$ cat config.mk
export PLATFORM = sky130hd
export DESIGN_NAME = pipe_hazard_sequencer
export DESIGN_NICKNAME = d
export VERILOG_FILES = /design/src/rtl/pipe_hazard_sequencer_pkg.sv /design/src/rtl/pipe_hazard_sequencer_sat_counter.sv /design/src/rtl/pipe_hazard_sequencer.sv
export SDC_FILE = /design/constraint.sdc
export NUM_CORES = 1
export LEC_CHECK = 0
export CAP_MARGIN = 5
export CORE_MARGIN = 3
export CORE_UTILIZATION = 52
export CTS_CLUSTER_DIAMETER = 80
export DETAILED_ROUTE_END_ITERATION = 6
export PLACE_DENSITY = 0.86
export SYNTH_ARGS = -nofsm -noshare
export SYNTH_HDL_FRONTEND = slang
export SYNTH_SLANG_ARGS = --single-unit
$ cat constraint.sdc
create_clock -name clk -period 7.9 [get_ports clk]
set_clock_uncertainty 0.2 [all_clocks]
set_input_delay 0.79 -clock clk [delete_from_list [all_inputs] [get_ports clk]]
set_output_delay 0.79 -clock clk [all_outputs]
set_load 0.02 [all_outputs]
$ cat src/rtl/pipe_hazard_sequencer_pkg.sv
// Shared definitions for the pipeline hazard sequencer: state codes,
// default widths and the bundled control-output struct.
package hazard_pkg;

    localparam int XLEN_DEF = 32;

    // Sequencer states
    localparam logic [1:0] ST_RUN   = 2'd0;
    localparam logic [1:0] ST_DRAIN = 2'd1;
    localparam logic [1:0] ST_REDIR = 2'd2;

    // Per-cycle control outputs, grouped so the next-state logic can
    // clear them in one go.
    typedef struct packed {
        logic pc_we;
        logic pc_sel;
        logic if_id_en;
        logic id_ex_en;
        logic ex_mem_en;
        logic mem_wb_en;
        logic if_id_flush;
        logic id_ex_flush;
    } ctl_t;

    // Set all four pipeline register enables to the same value
    function automatic ctl_t ctl_set_en(input ctl_t c, input logic en);
        ctl_t r;
        r           = c;
        r.if_id_en  = en;
        r.id_ex_en  = en;
        r.ex_mem_en = en;
        r.mem_wb_en = en;
        return r;
    endfunction

endpackage

$ cat src/rtl/pipe_hazard_sequencer_sat_counter.sv
// Saturating up-counter: holds at all-ones instead of wrapping.
module sat_counter #(
    parameter int W = 32
) (
    input  logic         clk,
    input  logic         rst,
    input  logic         inc,
    output logic [W-1:0] value
);

    // Count up on inc, stop at the top
    always_ff @(posedge clk) begin
        if (rst)
            value <= '0;
        else if (inc && !(&value))
            value <= value + 1'b1;
    end

endmodule

$ cat src/rtl/pipe_hazard_sequencer.sv
// Central stall/flush sequencer for the 5-stage pipeline. Combines load-use,
// EX redirect, fetch latency and data-memory busy into per-stage enables,
// flushes and PC controls. A redirect that arrives while the wrong-path fetch
// is still in flight is parked in redirect_q until that response is consumed.
module pipe_hazard_sequencer
    import hazard_pkg::*;
#(
    parameter int XLEN  = XLEN_DEF,
    parameter int CNT_W = 32
) (
    input  logic             clk,
    input  logic             rst,
    input  logic             ld_use_hz,
    input  logic             jb_taken,
    input  logic [XLEN-1:0]  jb_target,
    input  logic             if_rsp_valid,
    input  logic             mem_busy,
    output logic             pc_we,
    output logic             pc_sel,
    output logic [XLEN-1:0]  redirect_pc,
    output logic             if_id_en,
    output logic             id_ex_en,
    output logic             ex_mem_en,
    output logic             mem_wb_en,
    output logic             if_id_flush,
    output logic             id_ex_flush,
    output logic [CNT_W-1:0] stall_cnt,
    output logic [CNT_W-1:0] redirect_cnt
);

    logic [1:0]      state, state_nxt;
    logic [XLEN-1:0] redirect_q, redirect_q_nxt;
    logic            redir_acc;
    ctl_t            ctl;

    // Control outputs and next state; priority rst > mem_busy > jb_taken >
    // ld_use_hz > fetch wait
    always_comb begin
        ctl            = '0;
        state_nxt      = state;
        redirect_q_nxt = redirect_q;
        redir_acc      = 1'b0;
        if (rst) begin
            ctl.if_id_flush = 1'b1;
            ctl.id_ex_flush = 1'b1;
        end else begin
            case (state)
                ST_RUN: begin
                    if (mem_busy) begin
                        // full freeze; upstream holds jb_taken/ld_use_hz
                    end else if (jb_taken) begin
                        redir_acc       = 1'b1;
                        ctl             = ctl_set_en(ctl, 1'b1);
                        ctl.if_id_flush = 1'b1;
                        ctl.id_ex_flush = 1'b1;
                        if (if_rsp_valid) begin
                            ctl.pc_we  = 1'b1;
                            ctl.pc_sel = 1'b1;
                        end else begin
                            // wrong-path fetch in flight: park the target
                            redirect_q_nxt = jb_target;
                            state_nxt      = ST_DRAIN;
                        end
                    end else if (ld_use_hz) begin
                        ctl             = ctl_set_en(ctl, 1'b1);
                        ctl.if_id_en    = 1'b0;
                        ctl.id_ex_flush = 1'b1;
                    end else if (!if_rsp_valid) begin
                        ctl             = ctl_set_en(ctl, 1'b1);
                        ctl.if_id_flush = 1'b1;
                    end else begin
                        ctl       = ctl_set_en(ctl, 1'b1);
                        ctl.pc_we = 1'b1;
                    end
                end
                ST_DRAIN: begin
                    ctl             = ctl_set_en(ctl, !mem_busy);
                    ctl.if_id_flush = 1'b1;
                    if (jb_taken && !mem_busy) begin
                        redirect_q_nxt = jb_target;
                        redir_acc      = 1'b1;
                    end
                    // the stale response is dropped whatever mem_busy says
                    if (if_rsp_valid) begin
                        if (mem_busy) begin
                            state_nxt = ST_REDIR;
                        end else begin
                            ctl.pc_we  = 1'b1;
                            ctl.pc_sel = 1'b1;
                            state_nxt  = ST_RUN;
                        end
                    end
                end
                ST_REDIR: begin
                    if (!mem_busy) begin
                        ctl             = ctl_set_en(ctl, 1'b1);
                        ctl.pc_we       = 1'b1;
                        ctl.pc_sel      = 1'b1;
                        ctl.if_id_flush = 1'b1;
                        state_nxt       = ST_RUN;
                    end
                end
                default: state_nxt = ST_RUN;
            endcase
        end
    end

    // State and parked redirect target
    always_ff @(posedge clk) begin
        if (rst) begin
            state      <= ST_RUN;
            redirect_q <= '0;
        end else begin
            state      <= state_nxt;
            redirect_q <= redirect_q_nxt;
        end
    end

    assign redirect_pc = (state == ST_RUN) ? jb_target : redirect_q;
    assign pc_we       = ctl.pc_we;
    assign pc_sel      = ctl.pc_sel;
    assign if_id_en    = ctl.if_id_en;
    assign id_ex_en    = ctl.id_ex_en;
    assign ex_mem_en   = ctl.ex_mem_en;
    assign mem_wb_en   = ctl.mem_wb_en;
    assign if_id_flush = ctl.if_id_flush;
    assign id_ex_flush = ctl.id_ex_flush;

    sat_counter #(.W(CNT_W)) u_stall_cnt (
        .clk   (clk),
        .rst   (rst),
        .inc   (!rst && !ctl.pc_we),
        .value (stall_cnt)
    );

    sat_counter #(.W(CNT_W)) u_redirect_cnt (
        .clk   (clk),
        .rst   (rst),
        .inc   (redir_acc),
        .value (redirect_cnt)
    );

endmodule
### Yosys cells after proc, flatten, opt, wreduce, memory -nomap -nowiden

Index checks and enable logic that the tools add are counted.

* bits in registers: 98
* input bits: 38
* output and inout port bits: 104
* logic and storage cells: 58

* add/sub/neg operators: 2
* equality and inequality tests: 8
* multiplexer cells: 29
* reduce and logical (&&, ||, !) cells: 15

Operators by type and width (count)
* 2-to-1 mux 32 bit: 5
* adder 32 x 1 -> 32 bit, second input constant: 2
* case mux 32 bit (2 select lines): 1
* AND reduction 32 bit: 2
* 2-to-1 mux 8 bit: 5
* case mux 8 bit (3 select lines): 1
* 2-to-1 mux 2 bit: 10
* inequality test 2 bit, second input constant: 6
* AND reduction 5 bit: 2
* 2-to-1 mux 6 bit: 1
* case mux 2 bit (3 select lines): 1
* zero test 1 bit: 5
* logical AND 1 bit: 4
* 2-to-1 mux 1 bit: 4
* == test 2 x 1 -> 1 bit, second input constant: 1
* == test 2 bit, second input constant: 1
* zero test 2 bit: 1
* case mux 1 bit (2 select lines): 1
* nonzero test 2 bit: 1

### Longest topological paths before layout

Gate-level depths: netlist of the first run.

* depth in word-level cells: 9
* depth in mapped cells: 8
* mapped depth without buffers: 6

### Cells and area by module

Synthesis of the first run repeated with hierarchy kept, for this count alone.

* cell total of the unflattened synthesis: 592
* area, all modules: 5520.3 um^2

By module, submodules not included
* sat_counter: times used 2, cells an instance 191, area an instance 1721.7 um^2, seq. area each 640.6 um^2
* pipe_hazard_sequencer: times used 1, cells an instance 210, area an instance 2077.0 um^2, seq. area each 680.7 um^2

### Least setup slack after synthesis of the first run

Ideal clock, no wire load.

* path type: input to register
* start: in rst
* end: reg u_redirect_cnt.value[27]
* setup time: 70 ps
* arrival: 2775 ps
* data required time: 7630 ps
* path slack: 4854 ps
* stages on the path: 7
* buffers on the path: 2
* path through: clkbuf_1 > or4b_1 > or4_1 > a211o_1 > buf_6 > or3_1 > a21oi_1

* longest elaborated chain between the ends: 2

RTL lines
* start: declaration: RTL line pipe_hazard_sequencer.sv:12 `input logic rst,`
* 2-to-1 mux 1 bit: RTL line pipe_hazard_sequencer.sv:43 `if (rst) begin`
* logical AND 1 bit: RTL line pipe_hazard_sequencer_sat_counter.sv:15 `else if (inc && !(&value))`
* end signal: assignment: RTL line pipe_hazard_sequencer_sat_counter.sv:16 `value <= value + 1'b1;`
* end: declaration: RTL line pipe_hazard_sequencer_sat_counter.sv:8 `output logic [W-1:0] value`

Several ways; a longest one is shown, not always the timed one.
A chain may end at the register's enable or synchronous reset.

### Worst setup path after layout of the first run

* start: in jb_taken
* end: out pc_we

* longest elaborated chain between the ends: 4

RTL lines
* start: declaration: RTL line pipe_hazard_sequencer.sv:14 `input logic jb_taken,`
* 2-to-1 mux 8 bit: RTL line pipe_hazard_sequencer.sv:51 `end else if (jb_taken) begin`
* 2-to-1 mux 8 bit: RTL line pipe_hazard_sequencer.sv:49 `if (mem_busy) begin`
* case mux 8 bit (3 select lines): RTL line pipe_hazard_sequencer.sv:47 `case (state)`
* 2-to-1 mux 6 bit: RTL line pipe_hazard_sequencer.sv:43
* end: declaration: RTL line pipe_hazard_sequencer.sv:18 `output logic pc_we,`

No other way between the ends.

==> qor.yml, run 1 <==
outcome: "complete, no violations"
required_ns: 6.91
syn-num-nets: 645
async_reset_ff_frac: 0
post_cts_buffers: 0
cts_tree: "yes"
endpoint_kind: "output port"
hold_viol_final: 0
path_class: "primary input to output port"
r2r_slack_ns: 4.94
fp.dieH_um: 103
die_area_mm2: 0.0107
p_sw_frac: 0.265
final_cell_count_no_fill: 841
grt_usage: 0.254
hpwlAfterDp_um: 9920
path_buf_inv: 2
cts_resized: 0
critPathLaunchType: "primary input"
rsz0062_at_grt: "no"
slowest_delay_ns: 0.65
hp-class: "register to register"
die_w_um: 103
drtPass1Iterations: 6
antennaDiodeCount: 0
avgSynthCellArea_um2: 8.13
yosys_warnings: 0
fin_ws_ns: 3.87
max_slew_margin: 0.282
gp_congestion: 0.875
synth_edf_count: 0
cap_violations: 0
syn2layout_area_growth_pct: 33.2
ys_types: 45
p_sw_uw: 258
drt-total-wl_um: 13700
cpLargestDelayFamily: "buffers and inverters"
pre_cts_slack_ns: 3.88
setup_tns_ns: 0
finalMaxSlewViolations: 0
crit_fanout: 8
fp-row-count: 34
max-vdd-ir-drop_uv: 118
vias: 4982
synth_seq_cells: 98
critPathSlowestCell: "clkdlybuf4s50_1"
grt_antenna_before_repair: 0
fin_crit_sh: 0.510
port_buffers: 141
hold_buffers: 0
syn-cell-area_mm2: 0.00492
setup_viol: 0
detail-route-antenna-nets: 0
first_global_vias: 4760
power.share.clock: 0.342
io_pins: 142
power.share.combinational: 0.134
drtIter0Drc: 208
final_cell_mix: "140 x clkdlybuf4s50_1, 98 x dfxtp_1, 86 x nand2_1, 79 x a21oi_1, 42 x mux2_2"
globalRouteOverflowTotal: 0
clkLatencyLatePin_ns: 0.36
final_common_cell: "clkdlybuf4s50_1"
drt_drc_violations_left: 0
viasPerCell: 5.92
power.density_mw_per_mm2: 149
core-area_mm2: 0.00893
ys_seq_area_frac: 0.399
root_buffer: "clkbuf_8"
cts_sinks: 98
numCtsBuffers: 9
path_cells: "clkdlybuf4s50_1 -> nor4b_2 -> or4_1 -> nor3_1 -> clkdlybuf4s50_1"
cts.clk_slew.worst_paths_ns: 0.09
internal-power_uw: 716
synth_flop_cell: "dfxtp_1"
power.leakage_nw: 2.10
clockBufferDepth: 2
final_nets: 768
fmax_ghz: 0.248
critPathMostFrequentCell: "clkdlybuf4s50_1"
tightestPinTransition_ns: 1.07
finalWorstPathRequiredPeriod_ns: 4.03
htreeDepth: 3
pwr-share-seq: 0.523
grt_pass1_wl_um: 22100
placed_cells: 825
arrival_ns: 3.04
drive_gt1_frac: 0.0955
wl_per_cell_um: 16.3
synthCells: 605
initial_core_util: 0.550
grt_max_degree: 79
==> flip-flops by register name (all words and copies together) (netlist names) <==
name	count
redirect_q	32
u_stall_cnt.value	32
state	2
u_redirect_cnt.value	32
==> layout make-up <==
cell class,instances,area [um2]
clock inverters,7,76.3
well taps,108,135
repair buffers,145,1440
fillers,687,2380
multi-input cells,464,2780
clock buffers,9,124
inverters,10,37.5
flip-flops and latches,98,1960
==> power by group through the flow <==
stage                     clock network, mW  registers [mW]  logic [mW]
after floorplan                           0           0.522      0.0660
after global placement                    0           0.520       0.128
after detailed placement                  0           0.521       0.131
after CTS                             0.337           0.509       0.132
after global routing                  0.358           0.511       0.140
final                                 0.334           0.510       0.131
==> through the flow <==
stage	area [um2]	utilization	total power, mW	hold slack (ns)
after floorplan	4920	-	0.588	0.234
after global placement	6350	0.711	0.648	0.239
after detailed placement	6350	0.711	0.651	0.247
after CTS	6550	0.733	0.978	0.261
after global routing	6550	0.733	1.01	0.283
final	6550	0.733	0.974	0.261
==> synth_stat cells, drive strengths merged, types with 12 or more instances <==
| library cell | number | area share |
|---|---|---|
| nand4 | 24 | 0.031 |
| nand3 | 27 | 0.027 |
| or3 | 31 | 0.039 |
| nand2 | 86 | 0.066 |
| or4 | 15 | 0.023 |
| nor2b | 12 | 0.015 |
| o21ai | 31 | 0.032 |
| mux2 | 44 | 0.10 |
| a21oi | 80 | 0.081 |
| clkbuf | 27 | 0.021 |
| nor2 | 39 | 0.030 |
| dfxtp | 98 | 0.40 |
==> path summary, 6_finish.rpt <==
path	startpoint	endpoint	cells after the start
setup / recovery	jb_taken	pc_we	5
setup reg to reg	u_redirect_cnt.value[0]$_SDFFE_PP0P_	u_redirect_cnt.value[15]$_SDFFE_PP0P_	6
hold / removal	redirect_q[7]$_SDFFE_PP0P_	redirect_q[7]$_SDFFE_PP0P_	2
hold reg to reg	redirect_q[7]$_SDFFE_PP0P_	redirect_q[7]$_SDFFE_PP0P_	2
==> cell families after synthesis <==
kind of cell,Yosys count,share of synthesized area
mux,47,0.107
compound gates,134,0.151
flops,98,0.399
fa+ha+maj,2,0.00509
xor+xnor,9,0.0160
simple gates,272,0.285
buf+inv,43,0.0374
==> worst reg2reg max path, cell delays in order, from the launching register on <==
cell     delay (ns)
dfxtp_1        0.43
ha_1           0.25
nand3_1        0.09
nor4_1         0.91
a21oi_1        0.40
nand3_1        0.22
mux2_2         0.35
==> layer usage <==
metal	global-route usage	routed length, um	part of all wire	vias up
met5	0	0	0	-
met4	0.0946	347	0.025	0
met3	0.0429	904	0.066	26
met2	0.426	6620	0.48	202
met1	0.329	5820	0.42	2313
li1	-	-	-	2441
Note: power is estimated with default switching activity, not from simulation.
==> run 2: changes to the inputs <==
Settings changed: CORE_UTILIZATION 52 to 48, PLACE_DENSITY 0.86 to 0.81.
Clock period 7.9 ns to 3.81 ns, I/O delays scaled along.
==> run 2 against run 1 <==
Critical path depth stayed put. Die area rose by 7.8%. Sequential power grew 110%. Critical path type unchanged. Highest routed layer unchanged.
==> qor.yml, run 2 (synthesis gave the netlist of run 1 again) <==
outcome: "complete, no violations"
power.density_mw_per_mm2: 298
crit_fanout: 8
arrival_ns: 2.73
drtPass1Iterations: 4
max_slew_margin: 0.305
register_area_mm2: 0.00196
root_buffer: "clkbuf_8"
power.share.combinational: 0.139
multiInputGateArea_mm2: 0.00278
hold_buffers: 0
final_cell_mix: "140 x clkdlybuf4s50_1, 98 x dfxtp_1, 86 x nand2_1, 79 x a21oi_1, 42 x mux2_2"
wl_per_cell_um: 15.8
gp_congestion: 0.868
cts.clk_slew.worst_paths_ns: 0.10
post_cts_buffers: 0
endpoint_kind: "output port"
drtIter0Drc: 231
fin_hold_ws_ns: 0.240
final_common_cell: "clkdlybuf4s50_1"
io_pins: 142
antennaDiodeCount: 0
path_class: "primary input to output port"
htreeDepth: 3
fin_crit_sh: 0.868
fmax_ghz: 0.302
placed_area_mm2: 0.00640
drive_gt1_frac: 0.0992
port_buffers: 141
power.share.clock: 0.324
initial_core_util: 0.498
hold_viol_final: 0
cts_tree: "yes"
cts_sinks: 98
max-vdd-ir-drop_uv: 174
fp-row-count: 36
tightestPinTransition_ns: 1.04
final_cell_count_no_fill: 869
whs_path_depth: 2
r2r_end: "u_redirect_cnt.value[29]$_SDFFE_PP0P_"
grt_pass1_wl_um: 22300
power.leakage_nw: 2.10
holdPathEnd: "u_redirect_cnt.value[19]$_SDFFE_PP0P_"
vias: 5000
core-area_mm2: 0.00986
final_nets: 771
first_global_vias: 4746
finalInstanceArea_mm2: 0.00659
globalRouteOverflowTotal: 0
reg2reg_from: "state[1]$_SDFFE_PP0P_"
grt_antenna_before_repair: 0
pwr-share-seq: 0.538
r2r_slack_ns: 1.02
cts_resized: 0
hpwlAfterDp_um: 9890
grt_usage: 0.235
clockBufferDepth: 2
placed_cells: 853
critPathLaunchType: "primary input"
viasPerCell: 5.75
setup_tns_ns: 0
hp-class: "primary input to register"
reg_top3: "redirect_q x32, u_redirect_cnt.value x32, u_stall_cnt.value x32"
r2r_cells: 5
detail-route-antenna-nets: 0
required_ns: 3.23
die_w_um: 107
rsz0062_at_grt: "no"
finalWorstPathRequiredPeriod_ns: 3.31
internal-power_mw: 1.43
p_sw_uw: 539
grt_max_degree: 48
drt_drc_violations_left: 0
p_sw_frac: 0.274
numCtsBuffers: 9
fp.dieH_um: 107
finalMaxSlewViolations: 0
die_area_mm2: 0.0115
syn2layout_area_growth_pct: 34.1
hp-start: "rst"
clkLatencyLatePin_ns: 0.36
cap_violations: 0
drt-total-wl_um: 13700
fillCellCount: 787
setup_viol: 0
## run 2: layout make-up
type / count / area share
clock buffers: 9 / 0.0188
clock inverters: 7 / 0.00968
inverters: 10 / 0.00569
multi-input cells: 464 / 0.421
flip-flops and latches: 98 / 0.298
well taps: 133 / 0.0252
repair buffers: 148 / 0.222
## run 2: power by group through the flow
stage / sequential (mW) / clock (mW) / combinational, mW
finish: 1.06 / 0.636 / 0.273
global route: 1.06 / 0.698 / 0.292
CTS: 1.06 / 0.656 / 0.274
detailed placement: 1.08 / 0 / 0.272
global placement: 1.08 / 0 / 0.266
floorplan: 1.08 / 0 / 0.137
## run 2: critical path, cell delays in order
cell and delay [ns]:
clkdlybuf4s50_1 0.65, nor4b_2 0.11, or4_1 0.63, nor3_1 0.29, clkdlybuf4s50_1 0.67
## run 2: worst max path at each step
stage	slack, ns	to	from	cells past startpoint
2_1_floorplan	1.17	u_redirect_cnt.value[27]$_SDFFE_PP0P_	rst	7
3_3_place_gp	0.59	pc_we	jb_taken	5
3_5_place_dp	0.54	u_redirect_cnt.value[29]$_SDFFE_PP0P_	jb_taken	6
4_1_cts	0.53	pc_we	jb_taken	5
5_1_grt	0.41	pc_we	jb_taken	5
6_report	0.50	pc_we	jb_taken	5
## run 2: per-layer routing
layer,vias up,share of wire,global-route usage
li1,2445,-,-
met5,-,0,0
met1,2368,0.41,0.291
met4,0,0.013,0.0566
met2,172,0.52,0.413
met3,15,0.058,0.0548
## run 2: metrics by stage
stage	worst slack [ns]	power [mW]	utilization
after global placement	0.594	1.34	0.649
after floorplan	1.17	1.22	-
after detailed placement	0.541	1.35	0.649
final	0.503	1.96	0.668
after CTS	0.534	1.99	0.668
after global routing	0.411	2.05	0.668
==> run 3: changes to the inputs <==
Settings changed: CORE_ASPECT_RATIO from default to 0.6, PLACE_DENSITY 0.81 to 0.87.
==> run 3 against run 2 <==
Worst hold slack better by 0.013 ns. Final area up 1.1%. Total power up 11%. Non-clock buffer count down 1. Clock power up 33%. Highest routed layer unchanged. Largest cell class unchanged. Die area up 0.35%. Core utilization up 2.9 points. Maximum frequency up 4.2%. Wire length up 6.9%. Via count up 1.8%. Clock-buffer cell count up 4.
==> qor.yml, run 3 (synthesis gave the netlist of run 1 again) <==
fp.dieH_um: 84.4
drtIter0Drc: 656
rsz0062_at_grt: "no"
max-vdd-ir-drop_uv: 207
arrival_ns: 2.59
required_ns: 3.23
htreeDepth: 3
antennaDiodeCount: 0
clkLatencyLatePin_ns: 0.34
endpoint_kind: "output port"
r2r_slack_ns: 0.97
viasPerCell: 5.89
grt_pass1_wl_um: 23700
fin_crit_sh: 0.833
hpwlAfterDp_um: 10600
drive_gt1_frac: 0.0940
max_slew_margin: 0.319
critPathLaunchType: "primary input"
gp_congestion: 0.918
path_class: "primary input to output port"
fin_hold_ws_ns: 0.254
fp-row-count: 27
cts_sinks: 98
drt_drc_violations_left: 0
cts_resized: 0
fillCellCount: 720
grt_usage: 0.252
outcome: "complete, no violations"
power.leakage_nw: 2.14
core-area_mm2: 0.00956
drtPass1Iterations: 5
die_area_mm2: 0.0115
cap_violations: 0
final_cell_mix: "140 x clkdlybuf4s50_1, 98 x dfxtp_1, 86 x nand2_1, 79 x a21oi_1, 42 x mux2_2"
globalRouteOverflowTotal: 0
clockBufferDepth: 2
root_buffer: "clkbuf_16"
hp-class: "register to register"
hold_buffers: 0
detail-route-antenna-nets: 0
initial_core_util: 0.514
io_pins: 142
multiInputGateArea_mm2: 0.00278
syn2layout_area_growth_pct: 35.6
crit_fanout: 8
post_cts_buffers: 0
finalWorstPathRequiredPeriod_ns: 3.17
power.density_mw_per_mm2: 327
final_common_cell: "clkdlybuf4s50_1"
setup_viol: 0
first_global_vias: 4675
vias: 5089
reg_top3: "redirect_q x32, u_redirect_cnt.value x32, u_stall_cnt.value x32"
grt_antenna_before_repair: 0
finalMaxSlewViolations: 0
numCtsBuffers: 9
fmax_ghz: 0.315
cts.clk_slew.worst_paths_ns: 0.06
setup_tns_ns: 0
drt-total-wl_um: 14700
tightestPinTransition_ns: 1.02
wl_per_cell_um: 17.0
cts_tree: "yes"
final_nets: 770
hold_viol_final: 0
register_area_mm2: 0.00196
die_w_um: 137
port_buffers: 141
grt_max_degree: 63
run 3: cell types whose count changed in the layout (fill, tap and decap cells not counted), sizes merged:
cell and change:
clkinv -2, clkbuf +4, inv -2, buf -1, clkinvlp -1
run 3: metrics by stage:
| step | util | instances | area, um2 | power [mW] | worst slack [ns] |
|---|---|---|---|---|---|
| 4_1_cts | 0.697 | 864 | 6670 | 2.19 | 0.632 |
| 3_5_place_dp | 0.669 | 849 | 6390 | 1.35 | 0.594 |
| 3_3_place_gp | 0.669 | 849 | 6390 | 1.34 | 0.661 |
| 5_1_grt | 0.697 | 864 | 6670 | 2.25 | 0.520 |
| 6_report | 0.697 | 864 | 6670 | 2.18 | 0.636 |
| 2_1_floorplan | - | 605 | 4920 | 1.22 | 1.17 |
run 3: routing by layer:
layer / vias up / GRT usage / routed length, um
met5: - / 0 / 0
met4: 0 / 0.0485 / 187
met3: 25 / 0.0611 / 1370
met2: 261 / 0.395 / 6560
met1: 2367 / 0.356 / 6560
li1: 2436 / - / -
run 3: final cells by class:
cell class / count / area share
sequential: 98 / 0.294
multi-input combinational: 464 / 0.417
timing repair buffer: 147 / 0.218
tap: 130 / 0.0244
clock inverter: 2 / 0.00188
clock buffer: 13 / 0.0390
inverter: 10 / 0.00563
run 3: critical path, stage by stage:
cell	delay, ns
clkdlybuf4s50_1	0.62
nor4b_2	0.11
or4_1	0.62
nor3_1	0.22
clkdlybuf4s50_1	0.64
run 3: final timing paths:
kind / endpoint / cells past startpoint / from
worst min register to register: redirect_q[25]$_SDFFE_PP0P_ / 2 / redirect_q[25]$_SDFFE_PP0P_
worst max register to register: u_stall_cnt.value[6]$_SDFFE_PP0P_ / 5 / u_stall_cnt.value[7]$_SDFFE_PP0P_
worst min-delay path: redirect_q[25]$_SDFFE_PP0P_ / 2 / redirect_q[25]$_SDFFE_PP0P_
worst max-delay path: pc_we / 5 / jb_taken
run 3: power by group:
part,internal (mW),total (mW),switching [mW],leakage [nW]
clock network,0.474,0.846,0.372,0.132
logic,0.135,0.273,0.139,1.22
registers,1.04,1.06,0.0154,0.792
total,1.65,2.18,0.526,2.14
